$ cat config.mk
export PLATFORM = sky130hd
export DESIGN_NAME = majority_sweep_ctrl_flat
export DESIGN_NICKNAME = d
export VERILOG_FILES = /design/src/rtl/majority_sweep_ctrl_if.sv /design/src/rtl/majority_sweep_ctrl.sv /design/src/flat_wrapper.sv
export SDC_FILE = /design/constraint.sdc
export NUM_CORES = 1
export LEC_CHECK = 0
export CAP_MARGIN = 10
export CORE_MARGIN = 8
export CORE_UTILIZATION = 50
export CTS_CLUSTER_SIZE = 16
export DETAILED_ROUTE_END_ITERATION = 10
export PLACE_DENSITY = 0.77
export SLEW_MARGIN = 10
export SYNTH_ARGS = -nofsm -noshare
export SYNTH_HDL_FRONTEND = slang
export SYNTH_SLANG_ARGS = --single-unit
$ cat constraint.sdc
create_clock -name MAX10_CLK1_50 -period 6.6 [get_ports MAX10_CLK1_50]
set_input_delay 0.99 -clock MAX10_CLK1_50 [delete_from_list [all_inputs] [get_ports MAX10_CLK1_50]]
set_output_delay 0.99 -clock MAX10_CLK1_50 [all_outputs]
set_load 0.1 [all_outputs]
$ cat src/rtl/majority_sweep_ctrl_if.sv
// Bundle of the board-side controls and the DUT-facing vector/result signals
// for the majority sweep controller. The master side drives the controls and
// the DUT result. The slave side is the controller.
interface majority_sweep_ctrl_if #(
    parameter int WIDTH = 3
);
    logic             start;
    logic             step_mode;
    logic             step;
    logic             dut_out;
    logic [WIDTH-1:0] dut_in;
    logic             busy;
    logic             done;
    logic             pass;
    logic [3:0]       err_count;
    logic [WIDTH-1:0] first_fail;

    modport master (
        output start, step_mode, step, dut_out,
        input  dut_in, busy, done, pass, err_count, first_fail
    );

    modport slave (
        input  start, step_mode, step, dut_out,
        output dut_in, busy, done, pass, err_count, first_fail
    );
endinterface

$ cat src/rtl/majority_sweep_ctrl.sv
// Self-test sequencer for a combinational majority DUT. It walks dut_in through
// every vector once and holds each vector for a dwell time. In auto mode the
// dwell ends on a timeout, and in step mode it ends on a step edge. At the end
// of each dwell it compares dut_out with a golden majority. It reports an error
// count that saturates, the first failing vector and the pass/done status.
module majority_sweep_ctrl #(
    parameter int WIDTH = 3,
    parameter int DWELL = 50_000_000,
    parameter int CNT_W = 26
) (
    input logic                  MAX10_CLK1_50,
    input logic                  reset,
    majority_sweep_ctrl_if.slave bus
);
    typedef enum logic [1:0] {IDLE, SETTLE, SAMPLE, DONE} state_t;

    localparam logic [CNT_W-1:0] DWELL_M1 = CNT_W'(DWELL - 1);
    localparam logic [WIDTH-1:0] LAST_VEC = {WIDTH{1'b1}};

    state_t           state_q, state_d;
    logic [WIDTH-1:0] dut_in_q, dut_in_d;
    logic [CNT_W-1:0] cnt_q, cnt_d;
    logic [3:0]       err_q, err_d;
    logic [WIDTH-1:0] ff_q, ff_d;
    logic             busy_q, busy_d;
    logic             done_q, done_d;
    logic             pass_q, pass_d;
    logic             start_q, step_q;

    logic start_rise, step_rise, golden;

    assign start_rise = bus.start & ~start_q;
    assign step_rise  = bus.step & ~step_q;
    assign golden     = ($countones(dut_in_q) > (WIDTH / 2));

    // Next-state and next-output logic for the sweep FSM
    always_comb begin
        state_d  = state_q;
        dut_in_d = dut_in_q;
        cnt_d    = cnt_q;
        err_d    = err_q;
        ff_d     = ff_q;
        busy_d   = busy_q;
        done_d   = done_q;
        pass_d   = pass_q;
        case (state_q)
            // A new sweep can start from IDLE or DONE. While busy, start is ignored.
            IDLE, DONE: begin
                if (start_rise) begin
                    state_d  = SETTLE;
                    dut_in_d = '0;
                    cnt_d    = '0;
                    err_d    = '0;
                    ff_d     = '0;
                    busy_d   = 1'b1;
                    done_d   = 1'b0;
                    pass_d   = 1'b0;
                end
            end
            SETTLE: begin
                if (bus.step_mode) begin
                    // The counter is frozen in step mode, so a later switch
                    // to auto mode continues from the same count.
                    if (step_rise) state_d = SAMPLE;
                end else begin
                    cnt_d = cnt_q + CNT_W'(1);
                    // Use >= so that a counter left past the limit still samples.
                    if (cnt_q >= DWELL_M1) state_d = SAMPLE;
                end
            end
            SAMPLE: begin
                if (bus.dut_out != golden) begin
                    if (err_q != 4'hF) err_d = err_q + 4'd1;
                    if (err_q == 4'd0) ff_d = dut_in_q;
                end
                if (dut_in_q == LAST_VEC) begin
                    // Keep the last vector on dut_in. There is no wrap back to 0.
                    state_d = DONE;
                    busy_d  = 1'b0;
                    done_d  = 1'b1;
                    pass_d  = (err_d == 4'd0);
                end else begin
                    state_d  = SETTLE;
                    dut_in_d = dut_in_q + WIDTH'(1);
                    cnt_d    = '0;
                end
            end
            default: state_d = IDLE;
        endcase
    end

    // State, output and edge-detect registers. An asynchronous reset clears all of them.
    always_ff @(posedge MAX10_CLK1_50 or posedge reset) begin
        if (reset) begin
            state_q  <= IDLE;
            dut_in_q <= '0;
            cnt_q    <= '0;
            err_q    <= '0;
            ff_q     <= '0;
            busy_q   <= 1'b0;
            done_q   <= 1'b0;
            pass_q   <= 1'b0;
            start_q  <= 1'b0;
            step_q   <= 1'b0;
        end else begin
            state_q  <= state_d;
            dut_in_q <= dut_in_d;
            cnt_q    <= cnt_d;
            err_q    <= err_d;
            ff_q     <= ff_d;
            busy_q   <= busy_d;
            done_q   <= done_d;
            pass_q   <= pass_d;
            start_q  <= bus.start;
            step_q   <= bus.step;
        end
    end

    assign bus.dut_in     = dut_in_q;
    assign bus.busy       = busy_q;
    assign bus.done       = done_q;
    assign bus.pass       = pass_q;
    assign bus.err_count  = err_q;
    assign bus.first_fail = ff_q;
endmodule

$ cat src/flat_wrapper.sv
// flat-port wrapper written by rule: the top's interface ports become plain ports
module majority_sweep_ctrl_flat 
#(
    parameter int WIDTH = 3,
    parameter int DWELL = 50_000_000,
    parameter int CNT_W = 26
)
  (MAX10_CLK1_50, reset, bus_start, bus_step_mode, bus_step, bus_dut_out, bus_dut_in, bus_busy, bus_done, bus_pass, bus_err_count, bus_first_fail);
  majority_sweep_ctrl_if #(.WIDTH(WIDTH)) bus_i ();
  input logic MAX10_CLK1_50;
  input logic reset;
  input wire logic [$bits(bus_i.start)-1:0] bus_start;
  input wire logic [$bits(bus_i.step_mode)-1:0] bus_step_mode;
  input wire logic [$bits(bus_i.step)-1:0] bus_step;
  input wire logic [$bits(bus_i.dut_out)-1:0] bus_dut_out;
  output wire logic [$bits(bus_i.dut_in)-1:0] bus_dut_in;
  output wire logic [$bits(bus_i.busy)-1:0] bus_busy;
  output wire logic [$bits(bus_i.done)-1:0] bus_done;
  output wire logic [$bits(bus_i.pass)-1:0] bus_pass;
  output wire logic [$bits(bus_i.err_count)-1:0] bus_err_count;
  output wire logic [$bits(bus_i.first_fail)-1:0] bus_first_fail;
  assign bus_i.start = bus_start;
  assign bus_i.step_mode = bus_step_mode;
  assign bus_i.step = bus_step;
  assign bus_i.dut_out = bus_dut_out;
  assign bus_dut_in = bus_i.dut_in;
  assign bus_busy = bus_i.busy;
  assign bus_done = bus_i.done;
  assign bus_pass = bus_i.pass;
  assign bus_err_count = bus_i.err_count;
  assign bus_first_fail = bus_i.first_fail;
  majority_sweep_ctrl #(.WIDTH(WIDTH), .DWELL(DWELL), .CNT_W(CNT_W)) u_core (.MAX10_CLK1_50(MAX10_CLK1_50), .reset(reset), .bus(bus_i));
endmodule
==> flow_summary.toml, run 1 <==
[logic_synthesis]
syn-num-nets = 269
synth_area_um2 = 2510
synth-main-ff-cell = "dfrtp_1"
synth.avg_cell_area_um2 = 9.85
async_flop_share = 1.00
yosysSeqAreaShare = 0.428
yosysUniqueCellTypes = 54
synth_top_family_by_area = "simple AND/OR/NAND/NOR gates"
yosysWarnings = 0
synthMuxAreaShare = 0.0374
synth_edf_count = 0
syn_inst = 255
synth_xor_area_frac = 0.0627
synth_compound_area_frac = 0.156
ys_ff_latch = 43
synth-simple-area-share = 0.239
synthAdderAreaFrac = 0.0398

[placed_design]
dp_hpwl_um = 3650
gp_congestion = 0.762
port_buffers = 18

[finish]
post-route-util = 0.570
n_antenna_cell = 0
nNetsFinal = 288
area_delta_synth_final_pct = 12.8
layout_commonest_cell = "dfrtp_1"
drive_above_1_share = 0.0945
final_cell_mix = "43 x dfrtp_1, 24 x nand2_1, 24 x nor2_1, 18 x clkdlybuf4s50_1, 15 x o21ai_0"

[setup_path]
path_delay_family = "buffers and inverters"
cp-end-kind = "output port"
cp_max_fo = 9
critPathMaxStageDelay_ns = 1.19
critical_path_buf_inv_count = 1
slowest_stage = "clkdlybuf4s50_1"
crit_type = "reg2out"
critical_path_required_ns = 5.61
cp-start-kind = "register"
cp.arrival_ns = 1.98
cp_cell_sequence = "clkdlybuf4s50_1"

[timing]
setup_viol = 0
rsz0062_at_grt = "no"
layout_min_cycle_time_ns = 2.97
fmax_mhz = 337
finalCritPeriodShare = 0.450
maxSlewHeadroom = 0.341
worst_pin_slew_ns = 0.985
slew_viol_final = 0
timing_hold_violations_final = 0
fin_skew_ns = 0.00598
tns_ns = 0

[floorplanning]
boundaryPins = 19
die_x_um = 86.9
die-area_um2 = 7550
die_h_um = 86.9
initial_core_util = 0.505
core_um2 = 4980
row_count = 26

[global_routing]
antenna_found_initial = 0
grt-ovfl-total = 0
grt_pass1_vias = 1878
grt_pass1_wl_um = 8580
grtUsageTotal = 0.143
grt_max_degree = 44

[clock_tree]
cts.reportedPaths.clkPinSlew_ns = 0.08
cts_root_buf = "clkbuf_8"
max-clock-path-buffers = 2
cts_tree = "done"
cts_resized = 0
hold_buffers = 0
numClockSinks = 43
cts_setup_buffers = 0
insertion_delay_ns = 0.30
htreeDepth = 2
numCtsBuffers = 5

[pwr]
power-per-cell-area_nw_per_um2 = 302
p_leak_nw = 1.22
ir_drop_mv = 0.162

[route]
wirelength_um = 4990
viasPerCell = 5.62
remaining_drc_errors = 0
drt_iter0_markers = 82
ant_nets = 0
drtPass1Iterations = 4
vias = 1938
routedWlPerCell_um = 14.5

[hold_path]
hp-class = "reg2reg"

[run_status]
status = "finished, final reports clean"

[run]
cap_violations = 0
## report_power, final
part	switching [W]	internal [W]
combinational	0.000262	0.000109
sequential	0.0000217	0.000282
clock	0.0000857	0.0000955
## Yosys cell counts, types with 3 or more instances
master / number / area, um^2
dfrtp_1: 43 / 1080
nand2_1: 24 / 90.1
nor2_1: 24 / 90.1
o21ai_0: 15 / 75.1
a21oi_1: 11 / 55.1
xnor2_1: 11 / 96.3
nand3_1: 10 / 50.1
inv_1: 9 / 33.8
ha_1: 8 / 100
xor2_1: 7 / 61.3
a22o_1: 6 / 52.6
mux2i_1: 6 / 60.1
nor3_1: 6 / 30.0
and3_1: 5 / 31.3
nand2b_1: 5 / 31.3
nand4_1: 5 / 31.3
or3_1: 5 / 31.3
buf_6: 4 / 45.0
clkbuf_1: 4 / 15.0
a22oi_1: 3 / 22.5
mux2_2: 3 / 33.8
## path summary, 6_finish.rpt
path / startpoint / end / slack [ns] / cells past startpoint
max in group asynchronous: reset / u_core.cnt_q[4]$_DFFE_PP0P_ / 5.09 / 3
max: u_core.bus.err_count[2]$_DFFE_PP0P_ / bus_err_count[2] / 3.63 / 1
min: u_core.bus.busy$_DFFE_PP0P_ / u_core.bus.busy$_DFFE_PP0P_ / 0.51 / 2
max reg2reg: u_core.state_q[0]$_DFFE_PP0P_ / u_core.cnt_q[22]$_DFFE_PP0P_ / 4.24 / 7
min reg2reg: u_core.bus.busy$_DFFE_PP0P_ / u_core.bus.busy$_DFFE_PP0P_ / 0.51 / 2
min in group asynchronous: reset / u_core.bus.first_fail[0]$_DFFE_PP0P_ / 1.11 / 3
## per-stage QoR
step / cells / hold slack [ns] / total power, W / setup WS (ns) / cell area [um^2]
detailed placement: 337 / 0.487 / 0.000684 / 3.41 / 2740
finish: 345 / 0.506 / 0.000856 / 3.63 / 2840
global route: 345 / 0.546 / 0.000914 / 3.56 / 2840
global placement: 337 / 0.483 / 0.000673 / 3.47 / 2740
CTS: 345 / 0.505 / 0.000866 / 3.64 / 2840
floorplan: 255 / 0.518 / 0.000598 / 3.88 / 2510
## worst min-delay path, stage by stage, from the launching register on
cell and delay (ns):
dfrtp_1 0.36, nand2_1 0.05, o21ai_0 0.06
## registers in the layout, summed over array words and instances, names as in the netlist
signal                 cells
u_core.bus.busy            1
u_core.bus.done            1
u_core.bus.dut_in          3
u_core.bus.err_count       4
u_core.bus.first_fail      3
u_core.bus.pass            1
u_core.cnt_q              26
u_core.start_q             1
u_core.state_q             2
u_core.step_q              1
## layout make-up
type	instances	area (um^2)
Clock buffer	8	100
Tap cell	70	87.6
Fill cell	458	2140
Multi-Input combinational cell	195	1340
Sequential cell	43	1080
Inverter	9	33.8
Timing Repair Buffer	20	195
## per-layer routing
layer	GRT usage	wire, um
met5	0	0
met4	0.0469	67
met3	0.0349	233
met2	0.244	2480
met1	0.170	2200
## cells by family (layout without fill, tap and decap cells)
group / count (synthesis) / in the layout
AND/OR/NAND/NOR: 106 / 106
multiplexers: 9 / 9
AO/OA/AOI/OAI: 54 / 54
flip-flops: 43 / 43
buffers and inverters: 17 / 37
adder cells (fa/ha/maj): 8 / 8
XOR/XNOR: 18 / 18
No activity file was read; power rests on OpenSTA's default activity.
==> inputs of run 2 (changes only) <==
- PLACE_DENSITY: 0.77 -> 0.8
- clock period: 6.6 -> 2.7 ns (I/O delays scaled with it)
==> flow_summary.toml, run 2 (synthesized netlist as in run 1, its figures left out) <==
[run_status]
status = "finished, final reports clean"

[route]
vias = 1964
viasPerCell = 5.68
routedWlPerCell_um = 15.0
drt_iter0_markers = 77
remaining_drc_errors = 0
drtPass1Iterations = 4
ant_nets = 0
wirelength_um = 5200

[setup_path]
critical_path_buf_inv_count = 0
cp_cell_sequence = "ha_1 > ha_1 > and2_4 > a2111o_1 > nor4_2 > xnor2_1 > nor2_2"
critical_path_required_ns = 2.89
critPathMaxStageDelay_ns = 0.45
path_delay_family = "simple AND/OR/NAND/NOR gates"
cp.arrival_ns = 2.45
crit_start = "u_core.bus.dut_in[0]$_DFFE_PP0P_"
r2r_start = "u_core.bus.dut_in[0]$_DFFE_PP0P_"
cp-start-kind = "register"
path_common_cell = "ha_1"
cp-end-kind = "register"
slowest_stage = "dfrtp_2"
cp_max_fo = 9
crit_type = "reg2reg"

[finish]
nNetsFinal = 289
drive_above_1_share = 0.145
largest_reg_flops = 26
final_cell_area_um2 = 2790
final_cell_mix = "42 x dfrtp_1, 24 x nand2_1, 24 x nor2_1, 16 x buf_4, 15 x o21ai_0"
multiInputGateArea_um2 = 1340
n_antenna_cell = 0
layout_commonest_cell = "dfrtp_1"
regArea_um2 = 1080
area_delta_synth_final_pct = 11.2
fillers = 453
max_flop_register = "u_core.cnt_q"

[timing]
setup_ws_ns = 0.444
maxSlewHeadroom = 0.503
fmax_mhz = 443
worst_pin_slew_ns = 0.738
setup_viol = 0
slew_viol_final = 0
timing_hold_violations_final = 0
tns_ns = 0
fin_skew_ns = 0.00749
layout_min_cycle_time_ns = 2.26
finalCritPeriodShare = 0.836
rsz0062_at_grt = "no"

[clock_tree]
cts_root_buf = "clkbuf_8"
htreeDepth = 2
numClockSinks = 43
cts_tree = "done"
numCtsBuffers = 5
cts_resized = 0
cts_setup_buffers = 0
max-clock-path-buffers = 2
insertion_delay_ns = 0.30
hold_buffers = 0
cts.reportedPaths.clkPinSlew_ns = 0.08

[global_routing]
grt_max_degree = 44
use_met2 = 0.248
grt_util_met3 = 0.0453
grt-ovfl-total = 0
busiest_layer = "met2"
antenna_found_initial = 0
grtUsageTotal = 0.147
use_met1 = 0.174
grt_pass1_vias = 1912
grt_pass1_wl_um = 8890

[floorplanning]
core_um2 = 4980
initial_core_util = 0.505
row_count = 26
die-area_um2 = 7550
die_x_um = 86.9
boundaryPins = 19
die_h_um = 86.9

[pwr]
power-per-cell-area_nw_per_um2 = 746
ir_drop_mv = 0.341
p_total_w = 0.00208
p_leak_nw = 1.23

[hold_path]
min_from = "u_core.bus.busy$_DFFE_PP0P_"
hp-class = "reg2reg"

[placed_design]
postPlaceCellArea_um2 = 2710
gp_congestion = 0.771
port_buffers = 18
place_worst_setup_slack_ns = 0.305
dp_hpwl_um = 3730

[run]
cap_violations = 0
run 2: changes by cell type in the layout (fill, tap and decap cells not counted), sizes merged:
cell	delta
clkinv	+1
clkbuf	-1
buf	+14
clkdlybuf4s50	-13
run 2: final timing paths:
path / slack [ns] / cells past startpoint / to
max: 0.44 / 7 / u_core.cnt_q[14]$_DFFE_PP0P_
min: 0.51 / 2 / u_core.bus.busy$_DFFE_PP0P_
max reg2reg: 0.44 / 7 / u_core.cnt_q[14]$_DFFE_PP0P_
min reg2reg: 0.51 / 2 / u_core.bus.busy$_DFFE_PP0P_
max in group asynchronous: 1.78 / 3 / u_core.bus.dut_in[0]$_DFFE_PP0P_
min in group asynchronous: 0.53 / 3 / u_core.bus.first_fail[2]$_DFFE_PP0P_
run 2: layer usage:
layer,vias to the layer above,share of wire
met5,-,0
met4,0,0.010
met3,6,0.050
met2,23,0.50
met1,969,0.44
li1,966,-
run 2: cell type report:
class / count / share of cell area
sequential: 43 / 0.386
clock inverter: 1 / 0.00179
clock buffer: 7 / 0.0273
inverter: 9 / 0.0121
tap: 70 / 0.0314
timing repair buffer: 21 / 0.0609
multi-input combinational: 195 / 0.481
run 2: worst reg2reg max path, stage by stage (launching register included):
cell	delay (ns)
dfrtp_2	0.45
ha_1	0.23
ha_1	0.29
and2_4	0.22
a2111o_1	0.43
nor4_2	0.32
xnor2_1	0.17
nor2_2	0.05
run 2: power breakdown:
part | total [W] | switching [W] | leakage, nW | internal, W
Clock | 0.000404 | 0.000222 | 0.0422 | 0.000182
Combinational | 0.000935 | 0.000660 | 0.609 | 0.000275
Sequential | 0.000745 | 0.0000531 | 0.584 | 0.000692
run 2: stage by stage:
stage               std cells  hold slack, ns  utilization
global placement          338           0.469        0.545
finish                    346           0.506        0.561
global route              346           0.536        0.561
CTS                       346           0.512        0.561
floorplan                 255           0.436            -
detailed placement        338           0.493        0.545
==> inputs of run 3 (changes only) <==
- PLACE_DENSITY: 0.8 -> 0.77
- clock period: 2.7 -> 2.1 ns (I/O delays scaled with it)
==> flow_summary.toml, run 3 (synthesized netlist as in run 1, its figures left out) <==
[route]
drt_iter0_markers = 105
ant_nets = 0
remaining_drc_errors = 0
wirelength_um = 5300
vias = 2022
routedWlPerCell_um = 14.6
viasPerCell = 5.55
drtPass1Iterations = 4

[timing]
layout_min_cycle_time_ns = 2.03
setup_ws_ns = 0.0742
worst_pin_slew_ns = 0.557
fin_skew_ns = 0.00503
finalCritPeriodShare = 0.965
hold_ws_ns = 0.465
timing_hold_violations_final = 0
slew_viol_final = 0
maxSlewHeadroom = 0.629
fmax_mhz = 494
setup_viol = 0

[setup_path]
cp-end-kind = "register"
cp-start-kind = "register"
critical_path_required_ns = 2.32
crit_type = "reg2reg"
cp_max_fo = 6
cp.arrival_ns = 2.25

[floorplanning]
die_x_um = 86.9
row_count = 26
core_um2 = 4980
boundaryPins = 19
die_h_um = 86.9
die-area_um2 = 7550
initial_core_util = 0.505

[pwr]
p_comb_frac = 0.498
p_total_w = 0.00286
power_frac_seq = 0.336
power_switching_w = 0.00121
ir_drop_mv = 0.453
p_leak_nw = 1.33
clkPwrFrac = 0.167
power-per-cell-area_nw_per_um2 = 953
p_sw_frac = 0.424
internal_power_w = 0.00165

[clock_tree]
cts_root_buf = "clkbuf_8"
htreeDepth = 2
hold_buffers = 0
cts_tree = "done"
insertion_delay_ns = 0.29
numClockSinks = 43
numCtsBuffers = 5
cts.reportedPaths.clkPinSlew_ns = 0.07
max-clock-path-buffers = 2

[global_routing]
grt_pass1_wl_um = 9290
grtUsageTotal = 0.152
grt_pass1_vias = 2017
grt-ovfl-total = 0
grt_max_degree = 44
antenna_found_initial = 0

[finish]
post-route-util = 0.603
final_cell_mix = "40 x dfrtp_1, 35 x buf_4, 24 x nand2_1, 24 x nor2_1, 15 x o21ai_0"
multiInputGateArea_um2 = 1400
drive_above_1_share = 0.228
n_antenna_cell = 0
largest_reg_flops = 26
area_delta_synth_final_pct = 19.4
final_cell_area_um2 = 3000
nNetsFinal = 309
layout_commonest_cell = "dfrtp_1"
fillers = 438
regArea_um2 = 1080
max_flop_register = "u_core.cnt_q"

[run_status]
status = "finished, final reports clean"

[placed_design]
dp_hpwl_um = 3920
port_buffers = 18
gp_congestion = 0.833
place_worst_setup_slack_ns = -0.0247
postPlaceCellArea_um2 = 2890

[run]
cap_violations = 0

[hold_path]
hp-class = "in2async"
## run 3: changes by cell type in the layout (fill, tap and decap cells not counted), sizes merged
cell,previous run,this run
clkbuf,7,6
buf,16,36
clkinv,1,0
## run 3: layer usage
metal,up-vias,track usage,share of wire
met1,990,0.181,0.46
met5,-,0,0
li1,998,-,-
met3,7,0.0340,0.041
met4,0,0.0501,0.011
met2,27,0.264,0.48
## run 3: timing repair
item,CTS,global route
endpoints found under the setup margin,1,8
setup buffers,0,1
pin swaps,1,5
endpoints found under the hold margin,0,0
gates resized for setup,0,6
## run 3: final timing paths
| path | start | end | slack [ns] | cells after the start |
|---|---|---|---|---|
| min in group MAX10_CLK1_50 | bus_step | u_core.step_q$_DFF_PP0_ | 0.48 | 1 |
| worst min-delay path | reset | u_core.bus.first_fail[2]$_DFFE_PP0P_ | 0.47 | 3 |
| worst min register to register | u_core.bus.busy$_DFFE_PP0P_ | u_core.bus.busy$_DFFE_PP0P_ | 0.50 | 2 |
| worst max register to register | u_core.bus.dut_in[0]$_DFFE_PP0P_ | u_core.cnt_q[21]$_DFFE_PP0P_ | 0.07 | 8 |
| worst max-delay path | u_core.bus.dut_in[0]$_DFFE_PP0P_ | u_core.cnt_q[21]$_DFFE_PP0P_ | 0.07 | 8 |
| max in group asynchronous | reset | u_core.bus.dut_in[1]$_DFFE_PP0P_ | 1.22 | 3 |
## run 3: worst max-delay path: stages, from the launching register on
cell and delay [ns]:
dfrtp_4 0.50, ha_4 0.18, ha_4 0.15, and2_4 0.15
buf_6 0.12, a21oi_4 0.20, nand4_4 0.15, or3_1 0.38
a21oi_2 0.12
## run 3: cell type report
class / instances / area share
multi-input combinational: 195 / 0.466
sequential: 43 / 0.362
timing repair buffer: 41 / 0.108
tap: 70 / 0.0292
clock buffer: 6 / 0.0242
inverter: 9 / 0.0113
## run 3: through the flow
stage,instances,TNS (ns)
after global placement,357,-0.00187
after CTS,363,0
final,364,0
after global routing,364,-0.00710
after detailed placement,357,-0.0267
after floorplan,255,-2.31
## run 3: power by group through the flow
stage / Clock, W / Combinational, W / Sequential (W)
after floorplan: 0 / 0.000743 / 0.00115
after global placement: 0 / 0.00138 / 0.000969
after detailed placement: 0 / 0.00141 / 0.000973
after CTS: 0.000497 / 0.00142 / 0.000958
after global routing: 0.000529 / 0.00157 / 0.000968
final: 0.000476 / 0.00142 / 0.000959
==> RTL edit: new RTL, config.mk and constraints of run 3 <==
`CNT_W` is set to 26 in 2 places; all go to 13.
--- a/src/rtl/majority_sweep_ctrl.sv
+++ b/src/rtl/majority_sweep_ctrl.sv
@@ -8,3 +8,3 @@
     parameter int DWELL = 50_000_000,
-    parameter int CNT_W = 26
+    parameter int CNT_W = 13
 ) (
--- a/src/flat_wrapper.sv
+++ b/src/flat_wrapper.sv
@@ -5,3 +5,3 @@
     parameter int DWELL = 50_000_000,
-    parameter int CNT_W = 26
+    parameter int CNT_W = 13
 )
Check against the original RTL: same outputs for any inputs over 10 cycles, from zero or initial values and one cycle with reset high; that may be too few to reach the edited logic, so the function may still have changed.
==> RTL edit against run 3 <==
Area after synthesis fell by 28%. Largest power group unchanged. Final area fell by 28%. Setup slack got worse by 0.0046 ns. Global-route usage fell by 0.87 points. Utilization rose by 3.5 points. Sequential share of layout area fell by 0.91 points. Highest routed layer unchanged. Routed wire length fell by 23%. Total power fell by 15%. Sequential cell count fell by 13.
==> RTL edit: results <==
group,metric,value,unit
logic_synthesis,ys_top_cells_by_count,"dfrtp_1 (30), nand2_1 (21), a21oi_1 (19), inv_1 (12)",
logic_synthesis,synth_area_leaders,"dfrtp_1 (42%), ha_1 (5.6%), a21oi_1 (5.3%)",
clock_tree,clockRootBuffer,"clkbuf_4",
routing,route.met2.wl,1920,um
cells_and_area,final_layout_size_suffix_gt1_share,21.6,%
cells_and_area,largest_reg_flops,13,
global_routing,grtUsageMet1,17.7,%
routing,wirelength_met1,1900,um
logic_synthesis,syn_nets,203,
routing,vias,1572,
routing,wirelength,4090,um
place,dp_hpwl,2940,um
timing,clock_skew,0.0181,ns
logic_synthesis,avgSynthCellArea,9.51,um^2
logic_synthesis,seq_area_frac_synth,41.8,%
global_routing,use_met3,5.31,%
timing,fmax,493,MHz
clock_tree,cts_buffer_depth,2,
timing,max-slew-margin-rel,66.8,%
power_and_ir_drop,peakVddDrop,0.763,mV
clock_tree,insertion_delay,0.35,ns
cells_and_area,fillCellCount,271,
place,dpl_cell_area,2070,um^2
global_routing,grt_usage,14.3,%
cells_and_area,multiInputGateArea,1020,um^2
worst_setup_path,r2r_cells,7,
worst_setup_path,timing.rr.end,"u_core.cnt_q[10]",
global_routing,grt_max_degree,31,
clock_tree,cts.clk_slew.worst_paths,0.11,ns
routing,wl_met3,208,um
outcome,outcome,"completed",
place,gp_routability_congestion,0.827,
global_routing,antenna_found_initial,0,
routing,viasPerCell,5.95,
global_routing,grt_pass1_vias,1517,
place,place_inst,255,
logic_synthesis,synthDistinctLibCells,44,
timing,holdWs,0.336,ns
power_and_ir_drop,cellLeakagePower,0.930,nW
global_routing,grt_pass1_wl,6980,um
place,place_ws,-0.000309,ns
worst_setup_path,cp.arrival,2.31,ns
==> RTL edit: logic make-up after synthesis <==
| logic type | Yosys count | share of synthesized area [%] |
|---|---|---|
| xor+xnor | 2 | 0.975 |
| compound gates | 53 | 19.7 |
| buf+inv | 18 | 4.32 |
| mux | 10 | 5.71 |
| fa+ha+maj | 8 | 5.57 |
| simple gates | 68 | 21.9 |
| flops | 30 | 41.8 |
==> RTL edit: how the worst max path moves through the flow <==
stage                          from                to  cells after the start
4_1_cts        u_core.bus.dut_in[0]  u_core.cnt_q[10]                      6
3_5_place_dp              bus_start  u_core.cnt_q[10]                      5
5_1_grt        u_core.bus.dut_in[1]  u_core.cnt_q[10]                      7
3_3_place_gp              bus_start  u_core.cnt_q[10]                      5
6_report       u_core.bus.dut_in[1]  u_core.cnt_q[10]                      7
2_1_floorplan  u_core.bus.dut_in[1]   u_core.cnt_q[7]                      6
==> RTL edit: cell type report <==
| type | instances | area share (%) |
|---|---|---|
| flip-flops and latches | 30 | 35.3 |
| multi-input cells | 141 | 47.4 |
| clock inverters | 1 | 0.232 |
| repair buffers | 26 | 9.61 |
| inverters | 13 | 2.26 |
| clock buffers | 7 | 2.55 |
| well taps | 46 | 2.66 |
==> RTL edit: worst max-delay path: stages, from the launching register on <==
cell and delay (ns):
dfrtp_4 0.52, ha_4 0.18, ha_2 0.21, nand2_4 0.11, o211ai_1 0.11, buf_4 0.18, or4_1 0.49, a21oi_1 0.15
==> RTL edit: report_power, final <==
part	internal, mW	switching (mW)	leakage [nW]
logic	0.430	0.862	0.501
clock network	0.162	0.219	0.0353
registers	0.660	0.0964	0.394
total	1.25	1.18	0.930
==> RTL edit: repair_timing <==
action                                  CTS  global route
setup buffers                             0             1
gates resized for setup                   0             3
endpoints found under the setup margin    1             6
pin swaps                                 1             1
